**src/rtl/muldiv_seq_if.sv**
```systemverilog
// ---------------------------------------------------------------------------
// muldiv_seq_if
// Purpose : bundles the request/result handshake of the multiply/divide
//           sequencer together with the port set of the shared external
//           carry-select adder that the sequencer drives.
// Modports:
//   slave  - the sequencer (muldiv_seq)
//   master - the pipeline EX stage plus the shared adder
// Signals :
//   start, op, opa, opb   request (op: 0 = multiply, 1 = divide)
//   sgn                   signed request, present only with MULDIV_SIGNED_EN
//   add_a, add_b, add_ci  shared adder operands, driven by the sequencer
//   add_s, add_co         shared adder sum / carry-out
//   busy, done, hi, lo    status and 64-bit result
// ---------------------------------------------------------------------------
interface muldiv_seq_if #(
    parameter int WIDTH = 32
);
    logic             start;
    logic             op;
    logic [WIDTH-1:0] opa;
    logic [WIDTH-1:0] opb;
`ifdef MULDIV_SIGNED_EN
    logic             sgn;
`endif
    logic [WIDTH-1:0] add_a;
    logic [WIDTH-1:0] add_b;
    logic             add_ci;
    logic [WIDTH-1:0] add_s;
    logic             add_co;
    logic             busy;
    logic             done;
    logic [WIDTH-1:0] hi;
    logic [WIDTH-1:0] lo;

    modport slave (
`ifdef MULDIV_SIGNED_EN
        input  sgn,
`endif
        input  start, op, opa, opb, add_s, add_co,
        output add_a, add_b, add_ci, busy, done, hi, lo
    );

    modport master (
`ifdef MULDIV_SIGNED_EN
        output sgn,
`endif
        output start, op, opa, opb, add_s, add_co,
        input  add_a, add_b, add_ci, busy, done, hi, lo
    );
endinterface

```
**src/rtl/muldiv_seq.sv**
```systemverilog
// ---------------------------------------------------------------------------
// muldiv_seq
// Purpose : multi-cycle MULTU/DIVU sequencer for the EX stage. It owns no
//           adder; it issues one add per cycle on the shared external
//           carry-select adder and consumes the sum in the same cycle.
//           Multiply is shift-add, divide is restoring; both take exactly
//           WIDTH CALC cycles. Divide by zero finishes at once with
//           hi = dividend, lo = all ones.
// Ports   :
//   clk  - rising-edge clock
//   rst  - asynchronous, active-high reset
//   bus  - muldiv_seq_if.slave (request, shared adder, busy/done/hi/lo)
// Options :
//   MULDIV_SIGNED_EN - adds bus.sgn and a FIX state that restores the signs
//                      of a signed product / quotient / remainder.
// ---------------------------------------------------------------------------
module muldiv_seq #(
    parameter int WIDTH = 32,
    parameter int CNT_W = 6
) (
    input  logic         clk,
    input  logic         rst,
    muldiv_seq_if.slave  bus
);
    typedef enum logic [1:0] {
        S_IDLE = 2'd0,
        S_CALC = 2'd1,
`ifdef MULDIV_SIGNED_EN
        S_FIX  = 2'd2,
`endif
        S_DONE = 2'd3
    } state_t;

    state_t           r_state;
    state_t           w_next;
    logic [WIDTH-1:0] r_hi;
    logic [WIDTH-1:0] r_lo;
    logic [WIDTH-1:0] r_mcand;   // multiplicand, or divisor when dividing
    logic             r_op;
    logic [CNT_W-1:0] r_cnt;

    logic             w_div_zero;
    logic [WIDTH-1:0] w_mag_a;
    logic [WIDTH-1:0] w_mag_b;
    logic [WIDTH-1:0] w_r_sh;    // partial remainder shifted left by one
    logic             w_ok;      // trial subtraction does not go negative

`ifdef MULDIV_SIGNED_EN
    logic             r_sgn;
    logic             r_neg_q;   // negate product / quotient in FIX
    logic             r_neg_r;   // negate remainder in FIX

    assign w_mag_a = (bus.sgn && bus.opa[WIDTH-1]) ? -bus.opa : bus.opa;
    assign w_mag_b = (bus.sgn && bus.opb[WIDTH-1]) ? -bus.opb : bus.opb;
`else
    assign w_mag_a = bus.opa;
    assign w_mag_b = bus.opb;
`endif

    assign w_div_zero = bus.op && (bus.opb == '0);
    assign w_r_sh     = {r_hi[WIDTH-2:0], r_lo[WIDTH-1]};
    // A set hi MSB means the shifted remainder exceeds WIDTH bits, so it is
    // certainly larger than the divisor even when the adder carry is clear.
    assign w_ok       = r_hi[WIDTH-1] | bus.add_co;

    assign bus.hi = r_hi;
    assign bus.lo = r_lo;

    // ---- state register ---------------------------------------------------
    // NOTE: every clocked process uses non-blocking assignments so that all
    // registers update from the values present before the edge.
    always_ff @(posedge clk or posedge rst) begin
        if (rst) begin
            r_state <= S_IDLE;
        end else begin
            r_state <= w_next;
        end
    end

    // ---- next-state logic -------------------------------------------------
    // NOTE: each combinational output is given a default first, so no path
    // through the case can leave it unassigned and infer a latch.
    always_comb begin
        w_next = r_state;
        case (r_state)
            S_IDLE: begin
                if (bus.start) begin
                    w_next = w_div_zero ? S_DONE : S_CALC;
                end
            end
            S_CALC: begin
                if (r_cnt == CNT_W'(1)) begin
`ifdef MULDIV_SIGNED_EN
                    w_next = r_sgn ? S_FIX : S_DONE;
`else
                    w_next = S_DONE;
`endif
                end
            end
`ifdef MULDIV_SIGNED_EN
            S_FIX:   w_next = S_DONE;
`endif
            S_DONE:  w_next = S_IDLE;
            default: w_next = S_IDLE;
        endcase
    end

    // ---- output logic -----------------------------------------------------
    always_comb begin
        bus.add_a  = '0;
        bus.add_b  = '0;
        bus.add_ci = 1'b0;
        bus.busy   = (r_state != S_IDLE);
        bus.done   = (r_state == S_DONE);
        if (r_state == S_CALC) begin
            if (!r_op) begin
                bus.add_a = r_hi;
                bus.add_b = r_lo[0] ? r_mcand : '0;
            end else begin
                // r_sh - divisor as r_sh + ~divisor + 1
                bus.add_a  = w_r_sh;
                bus.add_b  = ~r_mcand;
                bus.add_ci = 1'b1;
            end
        end
    end

    // ---- datapath ---------------------------------------------------------
    always_ff @(posedge clk or posedge rst) begin
        if (rst) begin
            r_hi    <= '0;
            r_lo    <= '0;
            r_mcand <= '0;
            r_op    <= 1'b0;
            r_cnt   <= '0;
`ifdef MULDIV_SIGNED_EN
            r_sgn   <= 1'b0;
            r_neg_q <= 1'b0;
            r_neg_r <= 1'b0;
`endif
        end else begin
            case (r_state)
                S_IDLE: begin
                    if (bus.start) begin
                        r_op  <= bus.op;
                        r_cnt <= CNT_W'(WIDTH);
`ifdef MULDIV_SIGNED_EN
                        r_sgn   <= bus.sgn;
                        r_neg_q <= bus.sgn & (bus.opa[WIDTH-1] ^ bus.opb[WIDTH-1]);
                        r_neg_r <= bus.sgn & bus.opa[WIDTH-1];
`endif
                        if (w_div_zero) begin
                            r_hi <= bus.opa;
                            r_lo <= '1;
                        end else if (bus.op) begin
                            r_hi    <= '0;
                            r_lo    <= w_mag_a;
                            r_mcand <= w_mag_b;
                        end else begin
                            r_hi    <= '0;
                            r_lo    <= w_mag_b;
                            r_mcand <= w_mag_a;
                        end
                    end
                end
                S_CALC: begin
                    r_cnt <= r_cnt - CNT_W'(1);
                    if (!r_op) begin
                        {r_hi, r_lo} <= {bus.add_co, bus.add_s, r_lo[WIDTH-1:1]};
                    end else begin
                        r_hi <= w_ok ? bus.add_s : w_r_sh;
                        r_lo <= {r_lo[WIDTH-2:0], w_ok};
                    end
                end
`ifdef MULDIV_SIGNED_EN
                S_FIX: begin
                    if (!r_op) begin
                        if (r_neg_q) begin
                            {r_hi, r_lo} <= -{r_hi, r_lo};
                        end
                    end else begin
                        if (r_neg_q) begin
                            r_lo <= -r_lo;
                        end
                        if (r_neg_r) begin
                            r_hi <= -r_hi;
                        end
                    end
                end
`endif
                default: ;
            endcase
        end
    end
endmodule
```
**src/flat_wrapper.sv**
```systemverilog
// flat-port wrapper written by rule: the top's interface ports become plain ports
module muldiv_seq_flat 
#(
    parameter int WIDTH = 32,
    parameter int CNT_W = 6
)
  (clk, rst, bus_start, bus_op, bus_opa, bus_opb, bus_add_s, bus_add_co, bus_add_a, bus_add_b, bus_add_ci, bus_busy, bus_done, bus_hi, bus_lo);
  muldiv_seq_if #(.WIDTH(WIDTH)) bus_i ();
  input  logic clk;
  input  logic rst;
  input wire logic [$bits(bus_i.start)-1:0] bus_start;
  input wire logic [$bits(bus_i.op)-1:0] bus_op;
  input wire logic [$bits(bus_i.opa)-1:0] bus_opa;
  input wire logic [$bits(bus_i.opb)-1:0] bus_opb;
  input wire logic [$bits(bus_i.add_s)-1:0] bus_add_s;
  input wire logic [$bits(bus_i.add_co)-1:0] bus_add_co;
  output wire logic [$bits(bus_i.add_a)-1:0] bus_add_a;
  output wire logic [$bits(bus_i.add_b)-1:0] bus_add_b;
  output wire logic [$bits(bus_i.add_ci)-1:0] bus_add_ci;
  output wire logic [$bits(bus_i.busy)-1:0] bus_busy;
  output wire logic [$bits(bus_i.done)-1:0] bus_done;
  output wire logic [$bits(bus_i.hi)-1:0] bus_hi;
  output wire logic [$bits(bus_i.lo)-1:0] bus_lo;
  assign bus_i.start = bus_start;
  assign bus_i.op = bus_op;
  assign bus_i.opa = bus_opa;
  assign bus_i.opb = bus_opb;
  assign bus_i.add_s = bus_add_s;
  assign bus_i.add_co = bus_add_co;
  assign bus_add_a = bus_i.add_a;
  assign bus_add_b = bus_i.add_b;
  assign bus_add_ci = bus_i.add_ci;
  assign bus_busy = bus_i.busy;
  assign bus_done = bus_i.done;
  assign bus_hi = bus_i.hi;
  assign bus_lo = bus_i.lo;
  muldiv_seq #(.WIDTH(WIDTH), .CNT_W(CNT_W)) u_core (.clk(clk), .rst(rst), .bus(bus_i));
endmodule
```
**config.mk**
```make
export PLATFORM = sky130hd
export DESIGN_NAME = muldiv_seq_flat
export DESIGN_NICKNAME = d
export VERILOG_FILES = /design/src/rtl/muldiv_seq_if.sv /design/src/rtl/muldiv_seq.sv /design/src/flat_wrapper.sv
export SDC_FILE = /design/constraint.sdc
export NUM_CORES = 1
export LEC_CHECK = 0
export ABC_AREA = 0
export BUFFER_PORTS_ARGS = -buffer_cell sky130_fd_sc_hd__buf_2
export CORE_MARGIN = 10
export CORE_UTILIZATION = 35
export CTS_CLUSTER_DIAMETER = 120
export CTS_CLUSTER_SIZE = 40
export DETAILED_ROUTE_END_ITERATION = 12
export GPL_ROUTABILITY_DRIVEN = 1
export PLACE_DENSITY = 0.6
export SLEW_MARGIN = 40
export SYNTH_ARGS = -nofsm -noshare
export SYNTH_HDL_FRONTEND = slang
export SYNTH_SLANG_ARGS = --single-unit
```
**constraint.sdc**
```tcl
create_clock -name clk -period 10.63 [get_ports clk]
set_input_delay 2.126 -clock clk [delete_from_list [all_inputs] [get_ports clk]]
set_output_delay 2.126 -clock clk [all_outputs]
set_load 0.1 [all_outputs]
```
; After elaboration in Yosys (flattened, before gate mapping)
; Cells that the tools add are included.
[op_classes]
add_sub_neg = 1
n_mul = 0
n_div = 0
magnitude_cmp = 0
n_eq_ne = 5
shift = 0
muxes = 24
bitwise_logic = 3
n_reduce_logical = 9
[ops]
columns = cell, count
row1 = two-way mux 32 bit, 14
row2 = case mux 32 bit (2 select lines), 2
row3 = logical NOT 32 bit, 1
row4 = inverter 32 bit, 1
row5 = case mux 6 bit (2 select lines), 1
row6 = equality test 6 x 1 -> 1 bit (second input constant), 1
row7 = two-way mux 2 bit, 3
row8 = two-way mux 6 bit, 1
row9 = AND reduction 2 bit, 3
row10 = subtractor 6 x 1 -> 6 bit (second input constant), 1
row11 = case mux 2 bit (2 select lines), 1
row12 = nonzero test 2 bit, 2
row13 = AND reduction 3 bit, 1
row14 = equality test 2 x 1 -> 1 bit (second input constant), 1
row15 = equality test 2 bit (second input constant), 1
row16 = logical NOT 2 bit, 1
row17 = two-way mux 1 bit, 2
row18 = != test 2 x 1 -> 1 bit (second input constant), 1
row19 = != test 2 bit (second input constant), 1
row20 = logical AND 1 bit, 1
row21 = inverter 1 bit, 1
row22 = bitwise OR 1 bit, 1
[totals]
regBits = 105
latchBits = 0
ramBits = 0
mem_bits_ro = 0
inputBits = 101
out_inout_bits = 131
mem_count = 0

; Longest topological paths before layout
[logic_depth]
ltp_word = 5
ltp_mapped = 8
depth_no_buf = 5

; Least setup slack after synthesis
; OpenSTA, ideal clock, no wires.
[synth_timing]
kind = reg2out
startpoint = register u_core.r_lo[0] (netlist: u_core.bus.lo[0])
endpoint = output port bus_add_b[10]
arrival_time_ns = 2.915
required_ns = 8.504
setup_slack_ns = 5.589
stages_incl_launch_ff = 5
path_buffers = 1
cell_sequence = dfrtp_1 > nor2b_1 > clkbuf_1 > mux2i_1 > nor2_1
[synth_between]
elab_chain_cells = 3
[synth_rtl]
columns = item, line
row1 = from (decl), muldiv_seq.sv:37  ; logic [WIDTH-1:0] r_lo;
row2 = from (signal assigned), muldiv_seq.sv:157  ; r_lo <= w_mag_a;
row3 = from (signal assigned), muldiv_seq.sv:161  ; r_lo <= w_mag_b;
row4 = from (signal assigned), muldiv_seq.sv:169  ; {r_hi, r_lo} <= {bus.add_co, bus.add_s, r_lo[WIDTH-1:1]};
row5 = two-way mux 32 bit, muldiv_seq.sv:118  ; bus.add_b = r_lo[0] ? r_mcand : '0;
row6 = two-way mux 32 bit, muldiv_seq.sv:116  ; if (!r_op) begin
row7 = two-way mux 32 bit, muldiv_seq.sv:115  ; if (r_state == S_CALC) begin
row8 = to (decl), flat_wrapper.sv:18  ; output wire logic [$bits(bus_i.add_b)-1:0] bus_add_b;
; No other way between the ends.

; Worst setup path after layout
[layout_timing]
startpoint = register u_core.r_op
endpoint = output port bus_add_b[31]
[layout_between]
elab_chain_cells = 2
[layout_rtl]
columns = item, line
row1 = from (decl), muldiv_seq.sv:39  ; logic r_op;
row2 = from (signal assigned), muldiv_seq.sv:145  ; r_op <= bus.op;
row3 = two-way mux 32 bit, muldiv_seq.sv:116
row4 = two-way mux 32 bit, muldiv_seq.sv:115
; No other way between the ends.

==> impl_results.md <==
* HP Class: reg2reg
* Layout Nets at 1,001
* Final worst slack at 5720 ps
* Growth of design area from synthesis to finish at 23.34%
* CTS tree: done
* Hold buffer count at CTS at 0
* Core region area at 19,650 µm²
* Placed cell count at 1,152
* Slew @ Worst Pin at 743.2 ps
* Clock period minus final worst setup slack at 4910 ps
* Setup TNS at 0 ps
* Total global routing track utilization at 0.1807
* Detailed Routing Iterations Pass 1 at 7
* Number of input and output port buffers inserted at 231
* Count of antenna-violating nets left after detailed routing at 0
* Register-to-register path setup slack at 7800 ps
* DR DRC count at 0
* Post-Synthesis Cells at 712
* Placement-stage worst setup slack at 5859 ps
* Average cell area after synthesis at 9.915 µm²
* Final Skew at 6.211 ps
* Initial Utilization at 0.3592
* Number of vias per cell at 5.427
* Arrival @ worst endpoint at 2780 ps
* Maximum clock insertion buffer count at 2
* Final routed wirelength across all metal layers at 24,910 µm
* Highest clock rate at 0.2036 GHz
* Total clock buffers created by CTS at 9
* Vias in the first global route at 6,412
* Required time reported for the critical path endpoint at 8500 ps
* Total number of placement rows at 51
* Chip Width at 162.0 µm
* Worst-skew pair later-pin latency at 350 ps
* Count of unique library cells instantiated by Yosys at 35
* Ports placed on the boundary at 232
* Grt ovf at 0
* Wire length of the first global-routing pass at 38,230 µm
* CTS clk-pin slew, worst paths at 70 ps
* Maximum Capacitance Violations at 0
* Largest driver fanout on the critical path at 56
* Setup Crit Path Kind: reg2out
* Unrepaired setup endpoints after global routing: no
* Sinks on Clock Net at 105
* Die footprint at 26,250 µm²
* Total number of yosys warnings at 0
* Register area share after synthesis at 0.3722
* Yosys reg bits at 105
* Post-detailed-placement half-perimeter wirelength at 18,120 µm
* Final setup fails at 0
* Final estimated routing congestion in global placement at 0.8719
* Period Utilization, post-route at 0.4619
* Depth of the CTS H-tree at 3
* Final hold slack at 507.4 ps
* Number of setup buffers added after CTS at 0
* Hold violation count in the final report at 0
* Initial antenna violation count at 3
* Crit path capture type: output pin
* Master cell of the clock root buffer: sky130_fd_sc_hd__clkbuf_16
* Fraction of layout instances using a drive strength above 1 at 0.4213
* Number of instances resized during post-cts repair at 0
* Synthesized netlist net count at 815
* Category of the worst setup path launch point: flip-flop
* Total vias in the final route at 6,344
* Combined area of all synthesized cells at 7059 µm²
* Largest net degree at the start of global routing at 60
* Slew Limit Fails at 0
* Status: completed
* Non-filler instance count after layout at 1,169
* Routed wirelength normalized by instance count at 21.31 µm
* Max-slew headroom at the worst pin at 0.5045
* First DRT Iteration DRCs at 529
* Vert. Die Dim at 162.0 µm
[final timing paths]
kind	to	start	cells past startpoint
setup / recovery	bus_add_b[31]	u_core.r_op$_DFFE_PP0P_	6
hold / removal	u_core.r_cnt[4]$_DFFE_PP0P_	u_core.r_cnt[4]$_DFFE_PP0P_	1
setup reg to reg	u_core.bus.hi[30]$_DFFE_PP0P_	u_core.r_op$_DFFE_PP0P_	5
hold reg to reg	u_core.r_cnt[4]$_DFFE_PP0P_	u_core.r_cnt[4]$_DFFE_PP0P_	1
max in group asynchronous	u_core.bus.hi[22]$_DFFE_PP0P_	rst	3
min in group asynchronous	u_core.r_mcand[4]$_DFFE_PP0P_	rst	2
[flip-flops by register name, summed over array words and instances (netlist names)]
register,flops
u_core.bus.hi,32
u_core.bus.lo,32
u_core.r_mcand,32
u_core.r_cnt,6
u_core.r_state,2
u_core.r_op,1
[cells in the mapped netlist, drive strengths merged]
cell type    n  area (µm²)
clkbuf      51       191.4
a21oi       64       320.3
a21boi       1       7.510
or4          1       11.26
nand2        9       33.78
nor4         6       37.54
mux2       125        1408
nor2        71       266.5
o32ai        2       17.52
or4b         1       10.01
inv          7       26.28
and3         1       6.260
o21ai       33       165.2
o21ba        1       10.01
nand4       32       200.2
nand3        2       10.01
mux2i       99       991.0
or3b         1       8.760
and4         1       8.760
nor3         3       26.28
a31oi        2       12.51
o22a        30       262.8
buf         19       97.59
nor2b        2       12.51
o22ai       35       219.0
dfrtp      105        2628
ha           2       25.02
and2         2       12.51
a211oi       1       7.510
xor2         1       8.760
nor4b        2       17.52
[per-layer routing]
layer | global-route usage | up-vias | share of wire
met4 | 0.05914 | 2 | 0.018
met2 | 0.2829 | 201 | 0.46
met1 | 0.2418 | 3085 | 0.45
li1 | - | 3026 | -
met5 | 0 | - | 0.00052
met3 | 0.03943 | 30 | 0.064
[worst max-delay path: stages (launching register included)]
cell                      delay [ps]
sky130_fd_sc_hd__dfrtp_4         800
sky130_fd_sc_hd__buf_6           550
sky130_fd_sc_hd__nor2b_2          80
sky130_fd_sc_hd__buf_4           270
sky130_fd_sc_hd__mux2i_1         290
sky130_fd_sc_hd__nor2_1           60
sky130_fd_sc_hd__buf_2           310
[area by class of cell]
class                           instances  area [µm²]
Multi-Input combinational cell        530        4149
Antenna cell                            2       5.005
Inverter                                7       28.78
Fill cell                            1991       10950
Clock inverter                          2       13.76
Sequential cell                       105        2631
Clock buffer                           13       260.3
Timing Repair Buffer                  245        1287
Tap cell                              265       331.6
[stage by stage]
step                      utilization  area [µm²]
final                          0.4430        8707
after global routing           0.4430        8707
after CTS                      0.4426        8698
after detailed placement       0.4286        8424
after global placement         0.4272        8397
after floorplan                     -        7059
[kinds of logic (layout without fill, tap and decap cells)]
family,Yosys count,in the layout,share of synthesized area
mux,224,224,0.3398
compound gates,169,169,0.1448
simple gates,134,134,0.09376
flops,105,105,0.3722
buf+inv,77,267,0.04466
fa+ha+maj,2,2,0.003544
xor+xnor,1,1,0.001241
other cells,0,2,0
[layout by cell type (no fill, tap or decap), drive strengths merged]
cell    instances
nor2b           2
mux2i          99
and2            2
or4b            1
nor2           71
ha              2
and3            1
o21ai          33
and4            1
mux2          125
clkinv          2
nand2           9
o22a           30
buf           245
o22ai          35
o21ba           1
a211oi          1
or4             1
o32ai           2
inv             7
a21boi          1
or3b            1
diode           2
a31oi           2
nand3           2
a21oi          64
dfrtp         105
nor4            6
clkbuf         13
nor3            3
nand4          32
xor2            1
nor4b           2
Power is not shown: default switching activity piles up to over one toggle a cycle in this logic, so the estimate is an artifact.
